<file path="config.mk">
export PLATFORM = sky130hd
export DESIGN_NAME = led_matrix_scan_ctrl
export DESIGN_NICKNAME = d
export VERILOG_FILES = /design/src/rtl/led_matrix_scan_ctrl.sv
export SDC_FILE = /design/constraint.sdc
export NUM_CORES = 1
export LEC_CHECK = 0
export CAP_MARGIN = 20
export CORE_UTILIZATION = 33
export CTS_CLUSTER_SIZE = 30
export DETAILED_ROUTE_END_ITERATION = 6
export HOLD_SLACK_MARGIN = 0.03
export SLEW_MARGIN = 40
export SYNTH_ARGS = -nofsm -noshare
export SYNTH_HDL_FRONTEND = slang
export SYNTH_SLANG_ARGS = --single-unit
</file>
<file path="constraint.sdc">
create_clock -name clk -period 4.7 [get_ports clk]
set_clock_uncertainty 0.1 [all_clocks]
set_input_delay 0.94 -clock clk [delete_from_list [all_inputs] [get_ports clk]]
set_output_delay 0.94 -clock clk [all_outputs]
set_load 0.01 [all_outputs]
</file>
<file path="src/rtl/led_matrix_scan_ctrl.sv">
// Double-buffered LED matrix line scanner; new frames wait in a shadow buffer and swap in only at frame boundaries.
// All display outputs are registered; frame_ready is low while the shadow holds a frame that has not been swapped in.
module led_matrix_scan_ctrl #(
   parameter int ROWS         = 8,
   parameter int COLS         = 8,
   parameter int BLANK_CYCLES = 2
) (
   input  logic                    clk,
   input  logic                    rst,
   input  logic                    enable,
   input  logic                    tick,
   input  logic [ROWS*COLS-1:0]    frame_in,
   input  logic                    frame_valid,
   output logic                    frame_ready,
   output logic [COLS-1:0]         data_out,
   output logic [ROWS-1:0]         sel_n,
   output logic [$clog2(ROWS)-1:0] line_idx,
   output logic                    frame_done
);

   localparam int IW = $clog2(ROWS);
   localparam int CW = (BLANK_CYCLES > 1) ? $clog2(BLANK_CYCLES) : 1;
   localparam int FW = ROWS * COLS;

   localparam logic [IW-1:0]   LAST_LINE  = IW'(ROWS - 1);
   localparam logic [CW-1:0]   BLANK_LOAD = CW'(BLANK_CYCLES - 1);
   localparam logic [ROWS-1:0] TOP_SEL    = {1'b1, {(ROWS-1){1'b0}}};

   typedef enum logic [1:0] {
      S_IDLE  = 2'd0,
      S_SHOW  = 2'd1,
      S_BLANK = 2'd2
   } state_t;

   state_t          state;
   state_t          state_nxt;
   logic [FW-1:0]   shadow;
   logic [FW-1:0]   active;
   logic            shadow_full;
   logic [CW-1:0]   blank_cnt;
   logic [CW-1:0]   blank_cnt_nxt;
   logic [COLS-1:0] data_nxt;
   logic [ROWS-1:0] sel_nxt;
   logic [IW-1:0]   idx_nxt;
   logic            done_nxt;
   logic            swap;
   logic            accept;

   // Line 0 is the most significant slice of the frame.
   function automatic logic [COLS-1:0] line_of(input logic [FW-1:0] f, input logic [IW-1:0] k);
      logic [FW-1:0] aligned;
      aligned = f << (int'(k) * COLS);
      return aligned[FW-1 -: COLS];
   endfunction

   // Line 0 drives the top select bit, matching the frame slice order.
   function automatic logic [ROWS-1:0] sel_of(input logic [IW-1:0] k);
      return ~(TOP_SEL >> k);
   endfunction

   assign frame_ready = !shadow_full;
   assign accept      = frame_valid && !shadow_full;

   always_comb begin
      state_nxt     = state;
      data_nxt      = data_out;
      sel_nxt       = sel_n;
      idx_nxt       = line_idx;
      done_nxt      = 1'b0;
      blank_cnt_nxt = blank_cnt;
      swap          = 1'b0;

      case (state)
         S_IDLE: begin
            data_nxt = '0;
            sel_nxt  = '1;
            if (enable && shadow_full) begin
               swap      = 1'b1;
               idx_nxt   = '0;
               data_nxt  = line_of(shadow, '0);
               sel_nxt   = sel_of('0);
               state_nxt = S_SHOW;
            end
         end

         S_SHOW: begin
            if (tick) begin
               data_nxt      = '0;
               sel_nxt       = '1;
               blank_cnt_nxt = BLANK_LOAD;
               state_nxt     = S_BLANK;
            end
         end

         S_BLANK: begin
            data_nxt = '0;
            sel_nxt  = '1;
            if (blank_cnt != '0) begin
               blank_cnt_nxt = blank_cnt - CW'(1);
            end else if (line_idx != LAST_LINE) begin
               idx_nxt   = line_idx + IW'(1);
               data_nxt  = line_of(active, line_idx + IW'(1));
               sel_nxt   = sel_of(line_idx + IW'(1));
               state_nxt = S_SHOW;
            end else begin
               // End of frame: the only scan point where enable and a pending frame matter.
               done_nxt = 1'b1;
               idx_nxt  = '0;
               if (!enable) begin
                  state_nxt = S_IDLE;
               end else if (shadow_full) begin
                  swap      = 1'b1;
                  data_nxt  = line_of(shadow, '0);
                  sel_nxt   = sel_of('0);
                  state_nxt = S_SHOW;
               end else begin
                  data_nxt  = line_of(active, '0);
                  sel_nxt   = sel_of('0);
                  state_nxt = S_SHOW;
               end
            end
         end

         default: begin
            data_nxt      = '0;
            sel_nxt       = '1;
            blank_cnt_nxt = '0;
            state_nxt     = S_IDLE;
         end
      endcase
   end

   always_ff @(posedge clk or negedge rst) begin
      if (!rst) begin
         state       <= S_IDLE;
         shadow      <= '0;
         active      <= '0;
         shadow_full <= 1'b0;
         blank_cnt   <= '0;
         data_out    <= '0;
         sel_n       <= '1;
         line_idx    <= '0;
         frame_done  <= 1'b0;
      end else begin
         state      <= state_nxt;
         blank_cnt  <= blank_cnt_nxt;
         data_out   <= data_nxt;
         sel_n      <= sel_nxt;
         line_idx   <= idx_nxt;
         frame_done <= done_nxt;
         // A swap needs shadow_full, so it can never coincide with an accept.
         if (swap) begin
            active      <= shadow;
            shadow_full <= 1'b0;
         end else if (accept) begin
            shadow      <= frame_in;
            shadow_full <= 1'b1;
         end
      end
   end

endmodule

</file>
# After elaboration in Yosys (flattened, before gate mapping)
# Index checks and enable logic that the tools add are counted.
# totals
register_bits	152
output_inout_bits	21
# op_classes
n_addsub	2
eq_ne	6
shifts	2
n_mux	37
bitwise	3
reduce_logical	10
# op_table
op	count
$mux 8	11
$shl 64x6->64	1
$pmux 8 s3	2
$mux 1	14
$mux 3	3
$not 8->8	1
$shr 8x3->8 const A	1
$mux 2	3
$ne 2x2->1 const B	3
$pmux 2 s3	1
$pmux 3 s2	1
$reduce_and 3->1	2
$reduce_and 2->1	2
$reduce_bool 2->1	2
$add 3x1->3 const B	1
$ne 3x3->1 const B	1
$pmux 1 s3	1
$eq 2x1->1 const B	1
$eq 2x2->1 const B	1
$logic_and 1x1->1	2
$logic_not 2->1	1
$not 1->1	2
$pmux 1 s2	1
$logic_not 1->1	1
$sub 1x1->1 const B	1

# Logic depth before layout (Yosys ltp)
# logic_depth
depth_word	7
depth_mapped	9
mapped_depth_nobuf	5

# Least setup slack after synthesis
# Ideal clock, no wire load.
# synth_timing
path_kind	register -> register
startpoint	register line_idx[0]
endpoint	register data_out[6]
setup_time_ns	0.136
arrival_time_ns	2.082
setup_slack_ns	2.382
path_stages_with_launch	10
path_buffers	4
synth_period_minus_slack_ns	2.318
path_cell_list	dfrtp_1 buf_6 buf_6 inv_1 ha_1 buf_6 buf_6 mux4_2 o2111ai_1 nand4_1
# synth_via
elab_chain_len	5
elab_cells_between_ends	6
cone_classes	add/sub (1); eq/ne (1); shift (1); mux (3)
# synth_lines
element	line_no	source
start: declaration	17	output logic [$clog2(ROWS)-1:0] line_idx,
start signal: assignment	149	line_idx <= idx_nxt;
$add 3x1->3	102	data_nxt = line_of(active, line_idx + IW'(1));
$shl 64x6->64	52	aligned = f << (int'(k) * COLS);
$mux 8 *	100	end else if (line_idx != LAST_LINE) begin
$mux 8 *	98	if (blank_cnt != '0) begin
$pmux 8 s3 *	73	case (state)
end signal: assignment	147	data_out <= data_nxt;
end: declaration	15	output logic [COLS-1:0] data_out,
# Every way passes the cells marked *; elsewhere a longest branch is shown, timed or not.
# A chain may end at the register's enable or synchronous reset.

# Worst setup path after layout
# layout_timing
startpoint	register shadow_full
endpoint	output frame_ready
# layout_via
elab_chain_len	1
# layout_lines
element	line_no	source
start: declaration	39	logic shadow_full;
start signal: assignment	138	shadow_full <= 1'b0;
start signal: assignment	154	shadow_full <= 1'b0;
start signal: assignment	157	shadow_full <= 1'b1;
$logic_not 1->1	61	assign frame_ready = !shadow_full;
end: declaration	14	output logic frame_ready,
# No other way between the ends.

==> impl_metrics.csv <==
group,metric,value,unit
timing,rsz0062_at_grt,"false",
yosys,ys_warn_count,0,
routing,post_drt_wl_per_cell,18.2,um
finish,antenna_cells,0,
cts,cts.clk_slew.worst_paths,0.06,ns
yosys,synth.distinct_cells,44,
timing,post-route-period-util,61.3,%
routing,first_pass_iters,4,
yosys,synth-seq-cells,152,
cts,cts_setup_buffers,0,
timing,min_period,2.88,ns
placed_design,io_buffers,89,
timing,max_freq,347,MHz
routing,antenna_left,0,
worst_hold_path,whs_endpoint,"active[23]",
floorplanning,die_width,144,um
critical_path,rr_startpoint,"line_idx[0]",
cts,cts_tree,"yes",
floorplanning,pin_count,90,
cts,numCtsBuffers,17,
yosys,synth_nets,516,
pwr,powerDensity,662,nW/um2
timing,max-slew-margin-rel,43.4,%
critical_path,reg2reg_depth,6,
pwr,power.leakage,3.34,nW
timing,finalSetupViolations,0,
yosys,syn_area,6690,um2
floorplanning,start_util,34.0,%
floorplanning,rows,51,
routing,drc,0,
placed_design,place.gp.congestion,0.810,
cts,cts_max_level,4,
finish,area_delta_synth_final,24.8,%
routing,detail_route.vias_per_cell,4.94,
yosys,netlist_instances,442,
yosys,ys_seq_area_share,57.0,%
worst_hold_path,hold_depth,1,
outcome,outcome,"complete, no violations",
pwr,total_power,0.00553,W
critical_path,r2r-end,"active[1]",
finish,finalNetCount,597,
cts,clk_latency,0.42,ns
critical_path,critPathLaunchType,"flop",
floorplanning,die-area,20800,um2
critical_path,cp.arrival,1.84,ns
routing,drtIter0Drc,205,
grt,grt_pass1_wl,23600,um
critical_path,worstSetupEndpointType,"primary output",
cts,clock-sinks,152,
timing,slew_violations,0,
cts,ctsHoldBuffers,0,
grt,grt-ovfl-total,0,
routing,vias,3952,
grt,gr-usage-all-layers,15.5,%
critical_path,cp-startpoint,"shadow_full",
placed_design,place_ws,1.54,ns
timing,finalHoldViolations,0,
critical_path,critPathKind,"flop to primary output",
yosys,avgSynthCellArea,15.1,um2
finish,drive_above_1_share,29.2,%
run,maxCapViolCount,0,
worst_hold_path,worstHoldPathType,"flop to flop",
timing,setup_ws,1.82,ns
routing,routed_wl,14600,um
floorplanning,die_h,144,um
cts,cts_resized,0,
cts,cts_root_buf,"clkbuf_16",
critical_path,reg2reg_slack,2.07,ns
grt,antenna_found_initial,0,
timing,worst_pin_slew,0.845,ns
cts,clockBufferDepth,2,
worst_hold_path,holdCritStartpoint,"active[23]",
grt,grt_max_degree,99,
grt,grt_pass1_vias,4340,
placed_design,dp.final_hpwl,10000,um
critical_path,crit_fanout,14,
critical_path,required,3.66,ns
timing,setup-tns-final,0,ns
floorplanning,fp.coreArea,19700,um2
pwr,ir_worst_vdd,0.287,mV
-- cell usage after synthesis, drive strengths merged --
cell type,count,area (um2)
or3b,1,8.76
buf,28,220
a31oi,4,25.0
o22a,2,17.5
nor2,8,30.0
nor4bb,1,10.0
o2111ai,8,70.1
mux2,136,1530
a32oi,1,8.76
and4bb,1,12.5
mux2i,1,10.0
o21ai,2,10.0
and4b,1,10.0
a22o,1,8.76
a21oi,2,13.8
nand2b,2,12.5
o21a,1,7.51
a22oi,8,60.1
nand3,12,60.1
ha,5,62.6
nand4,8,50.1
clkinv,1,3.75
nand2,4,15.0
or2,2,12.5
and2,2,12.5
nor3b,3,37.5
inv,4,15.0
o32a,1,10.0
clkbuf,5,18.8
dfrtp,144,3600
mux4,16,360
nand3b,3,35.0
o211ai,8,60.1
nor2b,5,31.3
dfstp,8,210
o31ai,3,22.5
-- per-layer routing --
metal,GRT usage [%],part of all wire (%),up-vias
li1,-,-,1803
met1,19.4,45,2048
met2,25.5,50,87
met3,3.91,3.8,14
met4,6.09,1.8,0
met5,0,0,-
-- worst max path at each step --
stage / to / slack, ns / depth (start not counted)
floorplan: data_out[6] / 2.38 / 9
detailed placement: active[2] / 1.54 / 5
global placement: active[10] / 1.60 / 5
CTS: frame_ready / 1.80 / 2
finish: frame_ready / 1.82 / 2
global route: frame_ready / 1.71 / 2
-- cell families (layout without fill, tap and decap cells) --
family / Yosys count / after routing / synth area share [%]
flops: 152 / 152 / 57.0
simple gates: 53 / 53 / 5.05
compound gates: 41 / 41 / 4.70
mux: 153 / 153 / 28.4
fa+ha+maj: 5 / 5 / 0.935
buf+inv: 38 / 131 / 3.85
-- cell usage in the layout (no fill, tap or decap), types with 2 or more instances in the layout --
master,instances
a22oi_1,8
a31oi_1,4
and2_1,2
buf_4,4
buf_6,2
bufinv_16,2
clkbuf_1,4
clkbuf_16,17
clkbuf_8,4
clkdlybuf4s50_1,88
clkinv_4,2
dfrtp_1,144
dfstp_2,8
ha_1,4
inv_1,4
mux2_1,49
mux2_2,87
mux4_2,16
nand2_1,4
nand2b_1,2
nand3_1,12
nand3b_1,2
nand4_1,8
nor2_1,8
nor2b_1,3
nor3b_2,3
o2111ai_1,8
o211ai_1,8
o21ai_0,2
o22a_1,2
o31ai_1,3
-- stage by stage --
stage	hold slack [ns]	util [%]	area, um2	instances
3_5_place_dp	0.374	39.5	7760	769
5_1_grt	0.409	42.5	8350	800
3_3_place_gp	0.359	39.4	7740	769
2_1_floorplan	0.353	-	6690	442
6_report	0.382	42.5	8350	800
4_1_cts	0.388	42.4	8340	800
-- power by group --
part,total [W],internal [W],switching [W]
combinational,0.00175,0.00106,0.000696
clock,0.00134,0.000836,0.000507
sequential,0.00243,0.00196,0.000472
-- registers in the layout (all words and copies together) (netlist names) --
signal and cells:
data_out 8, line_idx 3, blank_cnt 1, shadow 64, shadow_full 1, state 2, sel_n 8, active 64
frame_done 1
-- cell type report --
class                      count  area (um2)
fill                        1820       11300
sequential                   152        3810
multi-input combinational    252        2650
timing repair buffer          95         948
clock buffer                  25         495
tap                          265         332
clock inverter                 6        90.1
inverter                       5        18.8
-- critical path: stages (launching register included) --
cell and delay (ns):
dfrtp_1 0.83, inv_1 0.09, clkdlybuf4s50_1 0.50
(Power assumes the default switching activity.)
